**src/rtl/lut_interp_reader_pkg.sv**
```systemverilog
// Shared constants for the interpolating table reader: output FIFO depth and
// the rounding offset used when dropping fractional bits.
package lut_interp_reader_pkg;

  localparam int unsigned FIFO_DEPTH = 4;

  // Half an LSB of the fractional product; adding it before the arithmetic
  // shift rounds half toward +inf.
  function automatic int unsigned round_const(input int unsigned frac_width);
    return 1 << (frac_width - 1);
  endfunction

endpackage

```
**src/rtl/lut_interp_reader_sync_fifo.sv**
```systemverilog
// Small register FIFO with occupancy count; head entry is visible while
// head_valid is high and leaves on pop.
module sync_fifo_small #(
  parameter int unsigned WIDTH = 8,
  parameter int unsigned DEPTH = 4
) (
  input  logic                       clk,
  input  logic                       reset,
  input  logic                       push,
  input  logic [WIDTH-1:0]           push_data,
  input  logic                       pop,
  output logic [WIDTH-1:0]           head_data,
  output logic                       head_valid,
  output logic [$clog2(DEPTH+1)-1:0] count
);

  localparam int unsigned PW = $clog2(DEPTH);
  localparam int unsigned CW = $clog2(DEPTH + 1);
  localparam logic [CW-1:0] FULL = CW'(DEPTH);

  logic [WIDTH-1:0] mem [DEPTH];
  logic [PW-1:0]    wr_ptr;
  logic [PW-1:0]    rd_ptr;
  logic [CW-1:0]    cnt;
  logic             do_push;
  logic             do_pop;

  assign do_pop  = pop & (cnt != '0);
  assign do_push = push & ((cnt != FULL) | do_pop);

  always_ff @(posedge clk) begin
    if (reset) begin
      mem    <= '{default: '0};
      wr_ptr <= '0;
      rd_ptr <= '0;
      cnt    <= '0;
    end else begin
      if (do_push) begin
        mem[wr_ptr] <= push_data;
        wr_ptr      <= wr_ptr + PW'(1);
      end
      if (do_pop) begin
        rd_ptr <= rd_ptr + PW'(1);
      end
      case ({do_push, do_pop})
        2'b10:   cnt <= cnt + CW'(1);
        2'b01:   cnt <= cnt - CW'(1);
        default: cnt <= cnt;
      endcase
    end
  end

  assign head_data  = mem[rd_ptr];
  assign head_valid = (cnt != '0);
  assign count      = cnt;

endmodule

```
**src/rtl/lut_interp_reader.sv**
```systemverilog
// Fixed-point table lookup with linear interpolation between two adjacent
// entries read through the container's dual ports; results leave in order.
module lut_interp_reader
  import lut_interp_reader_pkg::*;
#(
  parameter int unsigned C_DATA_WIDTH    = 8,
  parameter int unsigned C_ADDRESS_WIDTH = 8,
  parameter int unsigned C_FRAC_WIDTH    = 8
) (
  input  logic                                  clk,
  input  logic                                  reset,
  input  logic                                  s_valid,
  output logic                                  s_ready,
  input  logic [C_ADDRESS_WIDTH+C_FRAC_WIDTH-1:0] s_index,
  output logic                                  m_valid,
  input  logic                                  m_ready,
  output logic [C_DATA_WIDTH-1:0]               m_data,
  output logic                                  dropped,
  input  logic                                  tbl_load,
  input  logic [C_ADDRESS_WIDTH:0]              size,
  output logic [C_ADDRESS_WIDTH-1:0]            addrA,
  input  logic [C_DATA_WIDTH-1:0]               qA,
  output logic [C_ADDRESS_WIDTH-1:0]            addrB,
  input  logic [C_DATA_WIDTH-1:0]               qB
);

  localparam int unsigned DW = C_DATA_WIDTH;
  localparam int unsigned AW = C_ADDRESS_WIDTH;
  localparam int unsigned FW = C_FRAC_WIDTH;
  localparam int unsigned PW = DW + FW + 2;
  localparam int unsigned CW = $clog2(FIFO_DEPTH + 1);
  localparam logic signed [PW-1:0] RND     = PW'(round_const(FW));
  localparam logic [CW-1:0]        CREDITS = CW'(FIFO_DEPTH);

  logic [AW-1:0] idx_int;
  logic [FW-1:0] idx_frac;
  logic [AW-1:0] lim;
  logic [AW-1:0] next_a;
  logic [AW-1:0] next_b;
  logic          accept;

  logic          p0_valid;
  logic [FW-1:0] p0_frac;
  logic [AW-1:0] addr_a_q;
  logic [AW-1:0] addr_b_q;
  logic          p1_valid;
  logic [FW-1:0] p1_frac;
  logic          dropped_q;

  logic signed [DW:0]   diff;
  logic signed [PW-1:0] prod;
  logic signed [PW-1:0] shifted;
  logic [DW-1:0]        interp;

  logic [CW-1:0] fifo_count;
  logic [CW-1:0] occupancy;
  logic          fifo_pop;

  assign idx_int  = s_index[FW +: AW];
  assign idx_frac = s_index[FW-1:0];
  assign lim      = AW'(size - (C_ADDRESS_WIDTH + 1)'(1));

  // Clamp at the last valid entry instead of wrapping to entry 0.
  always_comb begin
    next_a = idx_int;
    next_b = idx_int + AW'(1);
    if (idx_int >= lim) begin
      next_a = lim;
      next_b = lim;
    end
  end

  // The FIFO slot is the P2 result register, so its count covers P2.
  assign occupancy = fifo_count + CW'(p0_valid) + CW'(p1_valid);
  assign s_ready   = ~reset & ~tbl_load & (occupancy < CREDITS);
  assign accept    = s_valid & s_ready;

  always_ff @(posedge clk) begin
    if (reset) begin
      p0_valid <= 1'b0;
      p0_frac  <= '0;
      addr_a_q <= '0;
      addr_b_q <= '0;
    end else begin
      p0_valid <= accept;
      if (accept) begin
        p0_frac  <= idx_frac;
        addr_a_q <= next_a;
        addr_b_q <= next_b;
      end
    end
  end

  // A port-A write during the read cycle corrupts qA: discard that item.
  always_ff @(posedge clk) begin
    if (reset) begin
      p1_valid  <= 1'b0;
      p1_frac   <= '0;
      dropped_q <= 1'b0;
    end else begin
      p1_valid  <= p0_valid & ~tbl_load;
      p1_frac   <= p0_frac;
      dropped_q <= p0_valid & tbl_load;
    end
  end

  always_comb begin
    diff    = $signed({1'b0, qB}) - $signed({1'b0, qA});
    prod    = PW'(diff) * PW'($signed({1'b0, p1_frac}));
    shifted = (prod + RND) >>> FW;
    interp  = qA + DW'(shifted);
  end

  assign fifo_pop = m_valid & m_ready;

  sync_fifo_small #(
    .WIDTH (DW),
    .DEPTH (FIFO_DEPTH)
  ) u_fifo (
    .clk        (clk),
    .reset      (reset),
    .push       (p1_valid),
    .push_data  (interp),
    .pop        (fifo_pop),
    .head_data  (m_data),
    .head_valid (m_valid),
    .count      (fifo_count)
  );

  assign addrA   = addr_a_q;
  assign addrB   = addr_b_q;
  assign dropped = dropped_q;

endmodule
```
**config.mk**
```make
export PLATFORM = sky130hd
export DESIGN_NAME = lut_interp_reader
export DESIGN_NICKNAME = d
export VERILOG_FILES = /design/src/rtl/lut_interp_reader_pkg.sv /design/src/rtl/lut_interp_reader_sync_fifo.sv /design/src/rtl/lut_interp_reader.sv
export SDC_FILE = /design/constraint.sdc
export NUM_CORES = 1
export LEC_CHECK = 0
export BUFFER_PORTS_ARGS = -buffer_cell sky130_fd_sc_hd__buf_2
export CORE_AREA = 2 2 141 143
export CTS_CLUSTER_DIAMETER = 150
export DETAILED_ROUTE_END_ITERATION = 7
export DIE_AREA = 0 0 143 145
export PLACE_DENSITY = 0.53
export REMOVE_ABC_BUFFERS = 1
export SYNTH_ARGS = -nofsm -noshare
export SYNTH_HDL_FRONTEND = slang
export SYNTH_HIERARCHICAL = 1
export SYNTH_SLANG_ARGS = --single-unit
```
**constraint.sdc**
```tcl
create_clock -name clk -period 18.8 [get_ports clk]
set_clock_uncertainty 0.15 [all_clocks]
set_input_delay 1.88 -clock clk [delete_from_list [all_inputs] [get_ports clk]]
set_output_delay 1.88 -clock clk [all_outputs]
set_load 0.02 [all_outputs]
```
==> results of run 1 <==
## worst min-delay path, delay by kind of cell (launching register included)
| kind | cells | cell delay [ns] |
|---|---|---|
| and+or+nand+nor | 1 | 0.05 |
| DFF | 1 | 0.30 |
| AOI/OAI and AO/OA | 1 | 0.05 |
## synth_stat cells, types with 2 or more instances
cell	instances	area (sq um)
o21ai_1	3	15.0
nor4_1	2	12.5
o21ai_0	21	105
nand3_2	3	30.0
a21oi_2	2	17.5
nand2b_1	51	319
and2_2	2	15.0
and3_1	4	25.0
a21o_1	7	52.6
mux2i_1	32	320
inv_1	84	315
a211oi_1	2	15.0
clkbuf_1	23	86.3
ha_1	65	813
fa_1	58	1160
buf_2	2	10.0
nand3_1	12	60.1
or3_1	2	12.5
nor3_1	2	10.0
nor2_1	19	71.3
a21boi_0	2	15.0
o21a_1	3	22.5
and3_4	2	22.5
a21oi_1	38	190
a31o_2	8	70.1
buf_1	2	7.51
nand2_1	64	240
dfxtp_1	74	1480
and2_1	19	119
xnor2_1	29	254
buf_6	3	33.8
nand3b_1	15	113
mux4_2	8	180
nor2b_1	17	106
xor2_1	16	140
## layout make-up
cell class                      count  area [sq um]
Clock inverter                      6          91.3
Antenna cell                        1          2.50
Sequential cell                    74          1480
Tap cell                          265           332
Timing Repair Buffer               75           385
Multi-Input combinational cell    526          4710
Fill cell                        1959         11700
Inverter                           84           315
Clock buffer                       10           229
## metal layers
metal	vias to the layer above	global-route usage	routed length [microns]
met1	2305	0.193	6760
met3	12	0.0475	958
met2	90	0.239	6850
met4	0	0.0238	126
li1	2452	-	-
met5	-	0	0
## power by group
part	internal [W]	total, W	switching (W)
sequential	0.000161	0.000164	0.00000318
clock	0.000116	0.000184	0.0000673
combinational	0.0000421	0.000106	0.0000639
## worst min path at each step
stage / start / to / slack (ns) / cells past startpoint
5_1_grt: p0_frac[0]$_SDFFE_PP0P_ / p1_frac[0]$_SDFF_PP0_ / 0.32 / 1
3_5_place_dp: p0_frac[0]$_SDFFE_PP0P_ / p0_frac[0]$_SDFFE_PP0P_ / 0.29 / 2
3_3_place_gp: p0_frac[0]$_SDFFE_PP0P_ / p0_frac[0]$_SDFFE_PP0P_ / 0.29 / 2
6_report: p0_frac[0]$_SDFFE_PP0P_ / p0_frac[0]$_SDFFE_PP0P_ / 0.30 / 2
4_1_cts: p0_frac[4]$_SDFFE_PP0P_ / p0_frac[4]$_SDFFE_PP0P_ / 0.30 / 2
2_1_floorplan: p0_valid$_SDFF_PP0_ / dropped$_SDFF_PP0_ / 0.28 / 2
## sequential cells by signal (all words and copies together) (netlist names)
| signal | flops |
|---|---|
| p1_frac | 8 |
| addrA | 8 |
| u_fifo/wr_ptr | 2 |
| p1_valid | 1 |
| addrB | 8 |
| p0_frac | 8 |
| u_fifo/rd_ptr | 2 |
| dropped | 1 |
| u_fifo/count | 3 |
| p0_valid | 1 |
| u_fifo/mem | 32 |
## logic make-up after synthesis
family          count (synthesis)  share of synthesized area
buf+inv                       114                     0.0682
compound gates                 95                     0.0885
flops                          74                      0.223
mux                            40                     0.0753
xor+xnor                       45                     0.0593
fa+ha+maj                     123                      0.297
simple gates                  223                      0.189
## stage by stage
stage	worst slack, ns	utilization
after detailed placement	8.72	0.376
after CTS	9.05	0.393
after global routing	8.53	0.393
after floorplan	9.97	-
after global placement	8.79	0.376
final	9.12	0.393
==> run summary, run 1 <==
status = finished, final reports clean
final std cell area, no fill = 0.00755 sq mm
first-pass GRT wire length = 24.6 mm
period utilization = 0.515
unrepaired setup endpoints after global routing = no
Post-synth top flop = dfxtp_1
Iter 0 DRT Violations = 169
Worst path max stage delay = 0.55 ns
fmax = 0.103 GHz
Tightest Pin Transition = 0.874 ns
post-DP HPWL = 11.4 mm
Clock transition at path regs = 0.05 ns
CP endpoint = u_fifo/mem[15]$_SDFFE_PP0P_
final hold violation count = 0
Setup crit start = qA[1]
CTS Sinks = 74
area of the core = 0.0192 sq mm
synthesized area = 0.00665 sq mm
grt total ovfl = 0
Post-CTS Repair Setup Buffers = 0
Num CTS Buffers = 9
IO Count = 73
CP Launch Type = primary input
Worst Hold Class = reg2reg
Cell Rows = 51
Post-synth EDFFs = 0
drc violations = 0
commonest non-fill, non-tap cell in the layout = inv_1
vias in the first global route = 4878
total power draw = 0.000454 W
CP endpoint kind = flop
Reg2Reg Depth = 25
Synth cell types = 53
placed cells = 1024
largest net degree at the start of global routing = 84
synthesized flop and latch total = 74
fin cells = 1041
asr flop ratio synth = 0
worst-skew pair later-pin latency = 0.33 ns
CTS H-tree depth = 3
maxcap violations = 0
critical path type = in2reg
Buf+Inv Stages, Crit Path = 5
TritonCTS clock tree = done
Slew HR = 0.413
Slew Viols, Final = 0
delay-heaviest family, CP = adder cells
Initial Util = 0.346
wirelength, routed = 14.7 mm
Die Ht = 145 microns
Port Buffers = 71
Final ANT Viol Nets = 0
DRT Pass-1 Iters = 4
Layout area overhead = 13.6%
WHS = 0.297 ns
YS warnings = 6
most frequent cells in the layout = inv_1, dfxtp_1, buf_2, ha_1, nand2_1
R2R Setup Slk = 12.15 ns
cts hold-fix bufs = 0
Final setup viols = 0
routed vias/inst = 4.67
Max FO, Critical Path = 8
full die area = 0.0207 sq mm
RD Place Congestion = 0.795
Avg Cell Area, Syn = 9.31 sq um
Crit. path cell count = 34
# resized after CTS = 0
DP Area = 0.00722 sq mm
reg2reg start = p1_frac[3]$_SDFF_PP0_
Avg WL per Cell = 14.1 microns
leakage = 3.63 nW
Die Wd = 143 microns
post-synthesis instance total = 714
Layout Nets = 939
sequential-to-total area share from yosys stat = 0.223
Setup Total Neg Slack = 0 ns
root buf cell = clkbuf_16
Max clock buf depth = 2
data required time at the worst endpoint = 18.90 ns
fraction of layout cells with a size suffix above 1 = 0.157
FF-to-FF End = u_fifo/mem[15]$_SDFFE_PP0P_
DR vias = 4859
min Tclk post-route = 9.68 ns
P per Cell Area = 60.2 mW/mm^2
GRT Overall Usage = 0.147
worst vdd ir = 0.0337 mV
antenna violations before repair = 2
CP arrival = 9.78 ns
slowest library cell on the worst path = xor2_1
cell mode on critical path = fa_1
(Power assumes the default switching activity.)
==> run 2, diff against run 1 <==
Settings changed: ABC_AREA set to 1, CORE_AREA 2 2 141 143 to 2 2 149 151, DIE_AREA 0 0 143 145 to 0 0 151 153, PLACE_DENSITY 0.53 to 0.54.
Clock period 18.8 ns to 8.1 ns, I/O delays scaled along.
==> run 2 against run 1 <==
Area after synthesis is 11% higher. Combinational power grew to 3.4 times the previous value. Count of clock-buffer cells in the layout is 1 higher. Via count is 29% higher. Sequential cell count stayed put. Utilization is 0.85 points lower. Register-to-register slack worse by 10 ns. Hold slack worse by 0.017 ns. Critical path depth is 3 higher. Total power grew to 2.6 times the previous value. Clock power is 140% higher. Critical path type unchanged.
==> run summary, run 2 <==
IO Count = 73
most frequent cells in the layout = inv_1, nand2_1, nor2_1, dfxtp_1, buf_2
CTS Sinks = 74
antenna violations before repair = 3
unrepaired setup endpoints after global routing = no
PnR worst setup slack = 0.606 ns
Largest Register = u_fifo/mem
P per Cell Area = 143 mW/mm^2
dominant cell type by area after synthesis = dfxtp_1
sequential-to-total area share from yosys stat = 0.201
root buf cell = clkbuf_16
# resized after CTS = 0
Largest register FFs = 32
fraction of layout cells with a size suffix above 1 = 0.130
Max clock buf depth = 2
commonest non-fill, non-tap cell in the layout = inv_1
Cell Rows = 54
CP Launch Type = primary input
leakage = 4.37 nW
data required time at the worst endpoint = 8.17 ns
Synth cell types = 42
Iter 0 DRT Violations = 260
Post-synth top cells = inv_1, nand2_1, nor2_1, dfxtp_1, a21oi_1
R2R Setup Slk = 1.85 ns
first-pass GRT wire length = 28.8 mm
GRT Overall Usage = 0.154
Slew HR = 0.295
synth top area cells = dfxtp_1, fa_1, inv_1
Setup crit start = qA[0]
post-synthesis instance total = 1051
Num CTS Buffers = 9
cts hold-fix bufs = 0
YS warnings = 6
status = finished, final reports clean
Multi-input gate area = 0.00473 sq mm
period utilization = 0.925
Tightest Pin Transition = 1.05 ns
Worst path max stage delay = 0.60 ns
Initial Util = 0.343
FF-to-FF End = u_fifo/mem[23]$_SDFFE_PP0P_
Synth top area share = 0.201
wirelength, routed = 16.5 mm
DR vias = 6252
CTS H-tree depth = 3
delay-heaviest family, CP = adder cells
final hold violation count = 0
synthesized area = 0.00738 sq mm
Max FO, Critical Path = 6
synthesized flop and latch total = 74
vias in the first global route = 6099
TritonCTS clock tree = done
Layout area overhead = 12.0%
full die area = 0.0231 sq mm
routed vias/inst = 4.48
most common cell in the netlist = inv_1
Post-synth top flop = dfxtp_1
Clock transition at path regs = 0.06 ns
post-DP HPWL = 13.0 mm
maxcap violations = 0
Port Buffers = 71
Setup Total Neg Slack = 0 ns
CP arrival = 7.57 ns
Die Ht = 153 microns
Slew Viols, Final = 0
Final ANT Viol Nets = 0
Post-CTS Repair Setup Buffers = 0
asr flop ratio synth = 0
CP endpoint = u_fifo/mem[23]$_SDFFE_PP0P_
RD Place Congestion = 0.816
Layout Nets = 1276
slowest library cell on the worst path = fa_1
Buf+Inv Stages, Crit Path = 5
critical path type = in2reg
cell mode on critical path = nand2_1
Avg WL per Cell = 11.9 microns
min Tclk post-route = 7.49 ns
worst-skew pair later-pin latency = 0.34 ns
DP Worst Slack = 0.249 ns
Crit. path cell count = 37
area of the core = 0.0215 sq mm
fmax = 0.133 GHz
drc violations = 0
Final setup viols = 0
reg2reg start = p1_frac[0]$_SDFF_PP0_
largest net degree at the start of global routing = 40
Reg2Reg Depth = 32
Post-synth EDFFs = 0
worst vdd ir = 0.0982 mV
grt total ovfl = 0
FF/Latch Area = 0.00148 sq mm
Worst Hold Class = reg2reg
fillers = 2358
CP endpoint kind = flop
Avg Cell Area, Syn = 7.02 sq um
DRT Pass-1 Iters = 4
Die Wd = 151 microns
-- run 2: worst min-delay path by stage --
stage / cells past startpoint / start / to
after CTS: 2 / p0_frac[5]$_SDFFE_PP0P_ / p1_frac[5]$_SDFF_PP0_
after floorplan: 2 / p0_frac[0]$_SDFFE_PP0P_ / p1_frac[0]$_SDFF_PP0_
after detailed placement: 2 / p0_frac[3]$_SDFFE_PP0P_ / p1_frac[3]$_SDFF_PP0_
after global routing: 2 / p0_frac[5]$_SDFFE_PP0P_ / p1_frac[5]$_SDFF_PP0_
final: 2 / p0_frac[5]$_SDFFE_PP0P_ / p1_frac[5]$_SDFF_PP0_
after global placement: 2 / p0_frac[5]$_SDFFE_PP0P_ / p1_frac[5]$_SDFF_PP0_
-- run 2: kinds of logic after synthesis --
| logic type | after synthesis | synth area share |
|---|---|---|
| AO/OA/AOI/OAI | 130 | 0.0969 |
| buffers and inverters | 290 | 0.158 |
| AND/OR/NAND/NOR | 411 | 0.249 |
| flip-flops | 74 | 0.201 |
| adder cells (fa/ha/maj) | 123 | 0.268 |
| XOR/XNOR | 23 | 0.0273 |
-- run 2: report_power, final --
part           internal [W]  switching (W)  leakage [nW]
registers          0.000373     0.00000686         0.600
clock network      0.000280       0.000158         0.157
logic              0.000128       0.000232          3.61
-- run 2: cell type report --
type                    instances  share of cell area
diodes                          2            0.000606
flip-flops and latches         74               0.179
well taps                     280              0.0424
inverters                     259               0.118
repair buffers                 76              0.0476
clock buffers                  11              0.0294
clock inverters                 5              0.0103
multi-input cells             687               0.572
-- run 2: worst min-delay path, stage by stage, from the launching register on --
cell and delay [ns]:
dfxtp_1 0.30, inv_1 0.06, nor2_1 0.04
-- run 2: layer usage --
metal / wire length (microns) / up-vias / global-route usage
li1: - / 3327 / -
met1: 7960 / 2803 / 0.206
met2: 7260 / 103 / 0.241
met3: 1050 / 19 / 0.0475
met4: 276 / 0 / 0.0383
met5: 0 / - / 0
-- run 2: per-stage QoR --
stage	cells	total power (W)	area, sq um	util	hold slack, ns
after CTS	1392	0.00120	8250	0.384	0.285
final	1394	0.00118	8260	0.384	0.280
after floorplan	1020	0.000648	7180	-	0.260
after global routing	1392	0.00127	8250	0.384	0.295
after detailed placement	1376	0.000751	7930	0.369	0.276
after global placement	1376	0.000751	7930	0.369	0.265
